$ cat config.mk
export PLATFORM = sky130hd
export DESIGN_NAME = lfsr_card_gen_flat
export DESIGN_NICKNAME = d
export VERILOG_FILES = /design/src/rtl/lfsr_pkg.sv /design/src/rtl/lfsr_card_gen_if.sv /design/src/rtl/lfsr_galois.sv /design/src/rtl/lfsr_card_gen.sv /design/src/flat_wrapper.sv
export SDC_FILE = /design/constraint.sdc
export NUM_CORES = 1
export LEC_CHECK = 0
export ABC_AREA = 1
export CAP_MARGIN = 25
export CORE_MARGIN = 2
export CORE_UTILIZATION = 35
export DETAILED_ROUTE_END_ITERATION = 8
export SYNTH_ARGS = -nofsm -noshare
export SYNTH_HDL_FRONTEND = slang
export SYNTH_HIERARCHICAL = 1
export SYNTH_SLANG_ARGS = --single-unit
$ cat constraint.sdc
create_clock -name clk -period 1.2 [get_ports clk]
set_input_delay 0.24 -clock clk [delete_from_list [all_inputs] [get_ports clk]]
set_output_delay 0.24 -clock clk [all_outputs]
set_load 0.005 [all_outputs]
$ cat src/rtl/lfsr_pkg.sv
// Shared definitions for the LFSR card generator: FSM states, default
// maximal-length Galois masks and the single-step LFSR function.
package lfsr_pkg;

  // Draw controller states
  typedef enum logic {
    IDLE = 1'b0,
    DRAW = 1'b1
  } draw_state_e;

  // Widest LFSR the shared step function supports
  localparam int unsigned MAX_WIDTH = 32;

  // Right-shifting Galois masks giving maximal-length sequences
  localparam logic [3:0]  TAPS_W4  = 4'hC;
  localparam logic [7:0]  TAPS_W8  = 8'hB8;
  localparam logic [15:0] TAPS_W16 = 16'hB400;
  localparam logic [31:0] TAPS_W32 = 32'h8020_0003;

  // One Galois step on a zero-extended state; callers truncate to their width
  function automatic logic [MAX_WIDTH-1:0] galois_step(
    input logic [MAX_WIDTH-1:0] state,
    input logic [MAX_WIDTH-1:0] taps
  );
    if (state[0]) begin
      return (state >> 1) ^ taps;
    end
    return state >> 1;
  endfunction

endpackage

$ cat src/rtl/lfsr_card_gen_if.sv
// Request/seed/result bundle between the puzzle dealer and the card generator.
interface lfsr_card_gen_if #(
  parameter int unsigned WIDTH     = 16,
  parameter int unsigned NUM_CARDS = 4,
  parameter int unsigned CARD_W    = 4
);

  logic                        seed_load;
  logic [WIDTH-1:0]            seed_in;
  logic                        req;
  logic                        busy;
  logic                        valid;
  logic [NUM_CARDS*CARD_W-1:0] cards;
  logic [WIDTH-1:0]            lfsr_state;

  // Dealer side: issues requests and seeds, consumes hands
  modport master (
    output seed_load, seed_in, req,
    input  busy, valid, cards, lfsr_state
  );

  // Generator side
  modport slave (
    input  seed_load, seed_in, req,
    output busy, valid, cards, lfsr_state
  );

endinterface

$ cat src/rtl/lfsr_galois.sv
// Free-running Galois LFSR with seed load and recovery from the all-zero
// lock-up state.
module lfsr_galois
  import lfsr_pkg::*;
#(
  parameter int unsigned      WIDTH = 16,
  parameter logic [WIDTH-1:0] TAPS  = 16'hB400,
  parameter logic [WIDTH-1:0] SEED  = 16'hACE1
) (
  input  logic             clk,
  input  logic             rst,
  input  logic             seed_load_i,
  input  logic [WIDTH-1:0] seed_in_i,
  output logic [WIDTH-1:0] state_o
);

  logic [WIDTH-1:0] state_q;
  logic [WIDTH-1:0] state_d;

  // Next state: a seed load wins, a zero seed or a locked-up register falls back to SEED
  always_comb begin
    state_d = WIDTH'(galois_step(MAX_WIDTH'(state_q), MAX_WIDTH'(TAPS)));
    if (seed_load_i) begin
      state_d = (seed_in_i != '0) ? seed_in_i : SEED;
    end else if (state_q == '0) begin
      state_d = SEED;
    end
  end

  // State register, restarts from SEED on reset
  always_ff @(posedge clk or posedge rst) begin
    if (rst) begin
      state_q <= SEED;
    end else begin
      state_q <= state_d;
    end
  end

  assign state_o = state_q;

endmodule

$ cat src/rtl/lfsr_card_gen.sv
// Card hand generator: draws NUM_CARDS values in 1..CARD_MAX from the low
// bits of a Galois LFSR by rejection sampling and publishes them as one
// packed hand with a single-cycle valid pulse.
module lfsr_card_gen
  import lfsr_pkg::*;
#(
  parameter int unsigned      WIDTH     = 16,
  parameter logic [WIDTH-1:0] TAPS      = 16'hB400,
  parameter logic [WIDTH-1:0] SEED      = 16'hACE1,
  parameter int unsigned      NUM_CARDS = 4,
  parameter int unsigned      CARD_W    = 4,
  parameter int unsigned      CARD_MAX  = 13
) (
  input  logic          clk,
  input  logic          rst,
  lfsr_card_gen_if.slave bus
);

  localparam int unsigned IDX_W   = $clog2(NUM_CARDS + 1);
  localparam int unsigned CARDS_W = NUM_CARDS * CARD_W;
  localparam logic [CARD_W-1:0] CARD_MAX_C = CARD_W'(CARD_MAX);
  localparam logic [IDX_W-1:0]  LAST_IDX   = IDX_W'(NUM_CARDS - 1);

  if (CARD_W > WIDTH) begin : gBadCardW
    $error("lfsr_card_gen: CARD_W must not exceed WIDTH");
  end
  if (WIDTH > MAX_WIDTH) begin : gBadWidth
    $error("lfsr_card_gen: WIDTH exceeds the supported maximum");
  end
  if (SEED == '0) begin : gBadSeed
    $error("lfsr_card_gen: SEED must be non-zero");
  end
  if ((CARD_MAX == 0) || (CARD_MAX > (2 ** CARD_W) - 1)) begin : gBadCardMax
    $error("lfsr_card_gen: CARD_MAX out of range for CARD_W");
  end

  logic [WIDTH-1:0]   lfsrState;
  logic [CARD_W-1:0]  cand;
  logic               candOk;

  draw_state_e        state_q, state_d;
  logic [IDX_W-1:0]   idx_q, idx_d;
  logic [CARDS_W-1:0] workBuf_q, workBuf_d;
  logic [CARDS_W-1:0] cards_q, cards_d;
  logic               valid_q, valid_d;

  lfsr_galois #(
    .WIDTH (WIDTH),
    .TAPS  (TAPS),
    .SEED  (SEED)
  ) uLfsr (
    .clk         (clk),
    .rst         (rst),
    .seed_load_i (bus.seed_load),
    .seed_in_i   (bus.seed_in),
    .state_o     (lfsrState)
  );

  // The candidate is the pre-step register value, so a same-edge seed load cannot affect it
  assign cand   = lfsrState[CARD_W-1:0];
  assign candOk = (cand != '0) && (cand <= CARD_MAX_C);

  // Draw controller: accept in-range candidates into the working buffer, publish on the last slot
  always_comb begin
    state_d   = state_q;
    idx_d     = idx_q;
    workBuf_d = workBuf_q;
    cards_d   = cards_q;
    valid_d   = 1'b0;
    case (state_q)
      IDLE: begin
        if (bus.req) begin
          state_d = DRAW;
          idx_d   = '0;
        end
      end
      DRAW: begin
        if (candOk) begin
          for (int k = 0; k < NUM_CARDS; k++) begin
            if (idx_q == IDX_W'(k)) begin
              workBuf_d[k*CARD_W +: CARD_W] = cand;
            end
          end
          if (idx_q == LAST_IDX) begin
            cards_d = workBuf_d;
            valid_d = 1'b1;
            state_d = IDLE;
            idx_d   = '0;
          end else begin
            idx_d = idx_q + 1'b1;
          end
        end
      end
      default: begin
        state_d = IDLE;
      end
    endcase
  end

  // Controller registers; reset abandons any draw in progress
  always_ff @(posedge clk or posedge rst) begin
    if (rst) begin
      state_q   <= IDLE;
      idx_q     <= '0;
      workBuf_q <= '0;
      cards_q   <= '0;
      valid_q   <= 1'b0;
    end else begin
      state_q   <= state_d;
      idx_q     <= idx_d;
      workBuf_q <= workBuf_d;
      cards_q   <= cards_d;
      valid_q   <= valid_d;
    end
  end

  assign bus.busy       = (state_q == DRAW);
  assign bus.valid      = valid_q;
  assign bus.cards      = cards_q;
  assign bus.lfsr_state = lfsrState;

endmodule
$ cat src/flat_wrapper.sv
// flat-port wrapper written by rule: the top's interface ports become plain ports
module lfsr_card_gen_flat import lfsr_pkg::*;
#(
  parameter int unsigned      WIDTH     = 16,
  parameter logic [WIDTH-1:0] TAPS      = 16'hB400,
  parameter logic [WIDTH-1:0] SEED      = 16'hACE1,
  parameter int unsigned      NUM_CARDS = 4,
  parameter int unsigned      CARD_W    = 4,
  parameter int unsigned      CARD_MAX  = 13
)
  (clk, rst, bus_seed_load, bus_seed_in, bus_req, bus_busy, bus_valid, bus_cards, bus_lfsr_state);
  lfsr_card_gen_if #(.WIDTH(WIDTH), .NUM_CARDS(NUM_CARDS), .CARD_W(CARD_W)) bus_i ();
  input  logic clk;
  input  logic rst;
  input wire logic [$bits(bus_i.seed_load)-1:0] bus_seed_load;
  input wire logic [$bits(bus_i.seed_in)-1:0] bus_seed_in;
  input wire logic [$bits(bus_i.req)-1:0] bus_req;
  output wire logic [$bits(bus_i.busy)-1:0] bus_busy;
  output wire logic [$bits(bus_i.valid)-1:0] bus_valid;
  output wire logic [$bits(bus_i.cards)-1:0] bus_cards;
  output wire logic [$bits(bus_i.lfsr_state)-1:0] bus_lfsr_state;
  assign bus_i.seed_load = bus_seed_load;
  assign bus_i.seed_in = bus_seed_in;
  assign bus_i.req = bus_req;
  assign bus_busy = bus_i.busy;
  assign bus_valid = bus_i.valid;
  assign bus_cards = bus_i.cards;
  assign bus_lfsr_state = bus_i.lfsr_state;
  lfsr_card_gen #(.WIDTH(WIDTH), .TAPS(TAPS), .SEED(SEED), .NUM_CARDS(NUM_CARDS), .CARD_W(CARD_W), .CARD_MAX(CARD_MAX)) u_core (.clk(clk), .rst(rst), .bus(bus_i));
endmodule
==> metrics, run 1 <==
period utilization 116%; Final Cell Area 4060 sq um; H-tree levels 2; status finished with violations; Slew HR 77.5%; Netlist cell types 20; Finish-stage setup viols 45; Syn-to-layout area delta 61.0%; Die Y-Extent 88.9 um; Reg clk slew, reported paths 0.09 ns; share of layout cells above drive strength 1 32.3%; Finished Layout Cells 558; leakage dissipation 2.22 nW; critical path class flop to flop; Layout Skew 0.00706 ns; Hold Fails Final Rpt 0; Slew @ Worst Pin 0.337 ns; CTS hold repair buffers 0; crit path from u_core/uLfsr/state_o[0]; TritonRoute pass-1 iters 4; global-route wire length before repair 10800 um; DPL Wire Length 4470 um; number of global-route vias before repair 2332; R2R Path Start u_core/uLfsr/state_o[0]; Mapped Nets 365; die extent in x 88.9 um; area share of the largest cell type after synthesis 40.7%; Max clock buf depth 2; IR drop worst, VDD 0.000751 V; Max Cap Viol 0; depth of the most critical reg-to-reg path 9; Cells after Synth 341; Antenna Cells 0; Routed Antenna Nets 0; area leader, netlist dfrtp_1; routability cong. 0.802; Initial Util 36.7%; final critical-path required period 1.39 ns; Worst Setup EP u_core/bus.cards[10]; Slew Viols, Final 0; mean post-synth cell area 7.39 sq um; Top Ports 54; Routed WL per cell 12.3 um; dominant cells by area after synthesis dfrtp_1 41%, nand2_1 27%, dfstp_2 8.3%, inv_1 4.6%, nand3_1 4.4%; FF+latch area 1240 sq um; Core Area 6870 sq um; largest net degree at the start of global routing 34; final worst slack -0.187 ns; Placed Cells 508; Inserted Clock Buffers 5; slowest CP cell dfstp_2; critical path arrival 1.63 ns; fin nets 485; sequential area share after synthesis 49.1%; WL final 6890 um; filler instances 639; Cell Area, Synth 2520 sq um; GRT Resource Usage Total 17.6%; CP endpoint kind flop; worst min-delay path class input port to async pin; reg2reg setup slack -0.19 ns; Rows 30; Peak Freq 721 MHz; GR Overflow Total 0; antenna violations before repair 0; CP max FO 7; multi-input logic area 1220 sq um; CP most frequent cell nor2_4; R2R Path End u_core/bus.cards[10]; Initial DRC Count 99; # DRC 0; Required @ worst endpoint 1.45 ns; max incr delay on CP 0.56 ns; final design utilization 59.1%; Worst-Skew Late Latency 0.30 ns; RSZ-0062 raised after global routing yes; Vias 2495; synthesis-stage register bit count 49; TritonCTS clock tree yes; P per Cell Area 1890 nW/um^2; IO buf count 53; drt via density 4.47; Yosys warnings 6; failing checks negative setup slack; Post-DP Area 3370 sq um; Clock Sink Count 49; Die ar. 7890 sq um; crit start category flop; cell at the root of the clock tree clkbuf_8; Critical Path, Cell by Cell buf_6 -> inv_4 -> nand2_4 -> nor2_4 -> nor2_4 -> buf_12 -> clkbuf_16 -> nand3_1 -> nand2_1
per-layer routing:
metal	wire, um	track usage (%)
met5	0	0
met4	57	4.41
met3	237	3.36
met2	3590	30.9
met1	3000	22.2
cell usage after synthesis (all sizes together):
| cell type | count |
|---|---|
| nand2 | 188 |
| dfrtp | 41 |
| inv | 32 |
| nor2 | 31 |
| nand3 | 22 |
| buf | 10 |
| dfstp | 8 |
| ha | 4 |
| xnor2 | 2 |
| a21oi | 1 |
| a22o | 1 |
| nand4 | 1 |
sequential cells by signal, indices dropped and copies added, names as in the netlist:
name                  cells
u_core/bus.valid          1
u_core/bus.cards         16
u_core/idx_q              3
u_core/uLfsr/state_o     16
u_core/bus.busy           1
u_core/workBuf_q         12
per-stage QoR:
stage               total power [mW]  TNS (ns)  hold WS, ns  setup slack [ns]
floorplan                       4.09     -1.33        0.148           -0.0685
global placement                5.35     -4.53        0.453            -0.214
detailed placement              5.41     -4.94        0.458            -0.229
CTS                             6.95     -4.81        0.278            -0.171
global route                    8.26     -9.12        0.305            -0.252
finish                          7.67     -6.14        0.275            -0.187
power breakdown:
part           internal [mW]  total (mW)  switching, mW  leakage, nW
Combinational           2.02        3.82           1.79         1.55
Sequential              2.18        2.46          0.279        0.606
Clock                  0.828        1.39          0.563       0.0681
cells by family after synthesis:
logic type / synth area share [%]
fa+ha+maj: 1.99
simple gates: 39.5
buf+inv: 8.19
compound gates: 0.546
flops: 49.1
xor+xnor: 0.695
worst min-delay path by stage:
stage / start / cells after the start / to
after CTS: rst / 3 / u_core/uLfsr/state_o[8]
final: rst / 3 / u_core/uLfsr/state_o[8]
after detailed placement: u_core/bus.cards[8] / 2 / u_core/bus.cards[8]
after floorplan: rst / 1 / u_core/uLfsr/state_o[12]
after global routing: rst / 3 / u_core/uLfsr/state_o[14]
after global placement: u_core/workBuf_q[8] / 2 / u_core/workBuf_q[8]
cell usage in the layout, fill, tap and decap left out, types with 2 or more instances in the layout:
cell type          n
clkdlybuf4s50_1   19
nand2_2           18
clkbuf_8           5
bufinv_16          2
nand3_2            7
nor2_2             3
dfstp_2            8
buf_4             48
nand2_1          166
nor2_4            10
clkbuf_16          3
clkdlybuf4s15_1   21
inv_2              4
inv_1             26
clkbuf_2           2
nand2_4            4
buf_12             7
nand3_1           15
nor2_1            18
dfrtp_1           41
ha_1               3
buf_6             17
buf_2              5
what timing repair did:
action	CTS	global route
endpoints found under the hold margin	0	0
gates cloned	0	4
gates resized for setup	97	57
endpoints found under the setup margin	74	68
buffers inserted	27	13
pin swaps	7	31
cell type report:
type,instances,share of cell area [%]
clock buffer,5,1.70
clock inverter,3,1.60
inverter,32,3.15
multi-input combinational,250,30.1
sequential,49,30.5
tap,96,2.96
timing repair buffer,123,30.0
critical path, delay by kind of cell (launching register included):
family	cells	cell delay [ns]
buffers and inverters	4	0.44
DFF	1	0.56
and+or+nand+nor	5	0.33
Note: power is estimated with default switching activity, not from simulation.
==> inputs of run 2 (changes only) <==
==> constraint.sdc (replaced) <==
create_clock -name clk -period 1.53 [get_ports clk]
set_input_delay 0.306 -clock clk [delete_from_list [all_inputs] [get_ports clk]]
set_output_delay 0.306 -clock clk [all_outputs]
set_load 0.005 [all_outputs]
==> metrics, run 2 (synthesis results as in run 1) <==
Finish-stage setup viols 0; Slew Viols, Final 0; Peak Freq 669 MHz; IR drop worst, VDD 0.000457 V; Max clock buf depth 2; TritonCTS clock tree yes; fin nets 444; Die ar. 7890 sq um; Syn-to-layout area delta 37.9%; Hold Fails Final Rpt 0; Worst Path Buf+Inv 1; Required @ worst endpoint 1.22 ns; routability cong. 0.786; Slew HR 84.2%; CP max FO 2; antenna violations before repair 0; Worst-Skew Late Latency 0.30 ns; leakage dissipation 1.93 nW; worst min-delay path class input port to async pin; WL final 6050 um; critical path arrival 1.19 ns; Initial Util 36.7%; TritonRoute pass-1 iters 5; Max Cap Viol 0; Final Cell Area 3470 sq um; Layout Skew 0.00852 ns; dominant delay contributor by cell family on the critical path buffers and inverters; Antenna Cells 0; Reg clk slew, reported paths 0.10 ns; overall power 5.18 mW; Vias 2260; Rows 30; critical path class flop to output pin; Core Area 6870 sq um; max incr delay on CP 0.51 ns; period utilization 97.7%; CTS hold repair buffers 0; GR Overflow Total 0; P per Cell Area 1490 nW/um^2; TNS Setup 0 ns; share of layout cells above drive strength 1 14.3%; Initial DRC Count 107; die extent in x 88.9 um; DPL Wire Length 4230 um; Inserted Clock Buffers 5; final critical-path required period 1.49 ns; Clock Sink Count 49; slowest CP cell clkdlybuf4s50_1; Routed Antenna Nets 0; cell at the root of the clock tree clkbuf_8; commonest non-fill, non-tap cell in the layout nand2_1; Die Y-Extent 88.9 um; crit start category flop; Critical Path, Cell by Cell clkdlybuf4s50_1; # DRC 0; status finished clean; global-route wire length before repair 10100 um; Post-DP Area 3220 sq um; CP endpoint kind output pin; largest net degree at the start of global routing 34; Slew @ Worst Pin 0.236 ns; IO buf count 53; Top Ports 54; most frequent cells in the layout 184 x nand2_1, 43 x clkdlybuf4s50_1, 39 x dfrtp_1; H-tree levels 2; drt via density 4.37; Routed WL per cell 11.7 um; GRT Resource Usage Total 16.4%; RSZ-0062 raised after global routing no; number of global-route vias before repair 2180
run 2: final cells by class:
cell class | count | area, sq um
Fill cell | 676 | 3390
Sequential cell | 49 | 1240
Inverter | 32 | 125
Clock inverter | 3 | 65.1
Multi-Input combinational cell | 250 | 1080
Clock buffer | 5 | 68.8
Timing Repair Buffer | 82 | 777
Tap cell | 96 | 120
run 2: where the power goes:
group          switching, mW  internal [mW]  leakage [nW]
clock                  0.444          0.650        0.0681
combinational           1.12           1.04          1.26
sequential             0.214           1.71         0.603
run 2: path summary, 6_finish.rpt:
path	from	end	slack [ns]	cells after the start
min in group clk	u_core/bus.cards[1]	u_core/bus.cards[1]	0.48	2
hold / removal	rst	u_core/uLfsr/state_o[8]	0.34	3
hold reg to reg	u_core/bus.cards[1]	u_core/bus.cards[1]	0.48	2
setup / recovery	u_core/bus.cards[10]	bus_cards[10]	0.04	1
setup reg to reg	u_core/uLfsr/state_o[1]	u_core/idx_q[2]	0.14	8
max in group asynchronous	rst	u_core/uLfsr/state_o[15]	0.94	3
run 2: per-stage QoR:
stage	setup slack, ns	util (%)	std cells	hold slack [ns]
global placement	0.0580	46.9	493	0.461
CTS	0.0101	50.1	513	0.345
detailed placement	0.0331	46.9	493	0.466
floorplan	0.244	-	341	0.214
finish	0.0351	50.6	517	0.336
global route	0.00488	50.6	517	0.363
run 2: what timing repair did:
item | 4_1_cts | 5_1_grt
setup endpoints to repair | 15 | 5
gates resized for setup | 11 | 2
buffers inserted | 12 | 4
endpoints found under the hold margin | 0 | 0
run 2: routing by layer:
| layer | global-route usage, % | part of all wire (%) | up-vias |
|---|---|---|---|
| met2 | 28.4 | 48 | 55 |
| met5 | 0 | 0 | - |
| met3 | 3.45 | 4.7 | 5 |
| li1 | - | - | 1173 |
| met4 | 3.31 | 0.60 | 0 |
| met1 | 21.3 | 46 | 1027 |
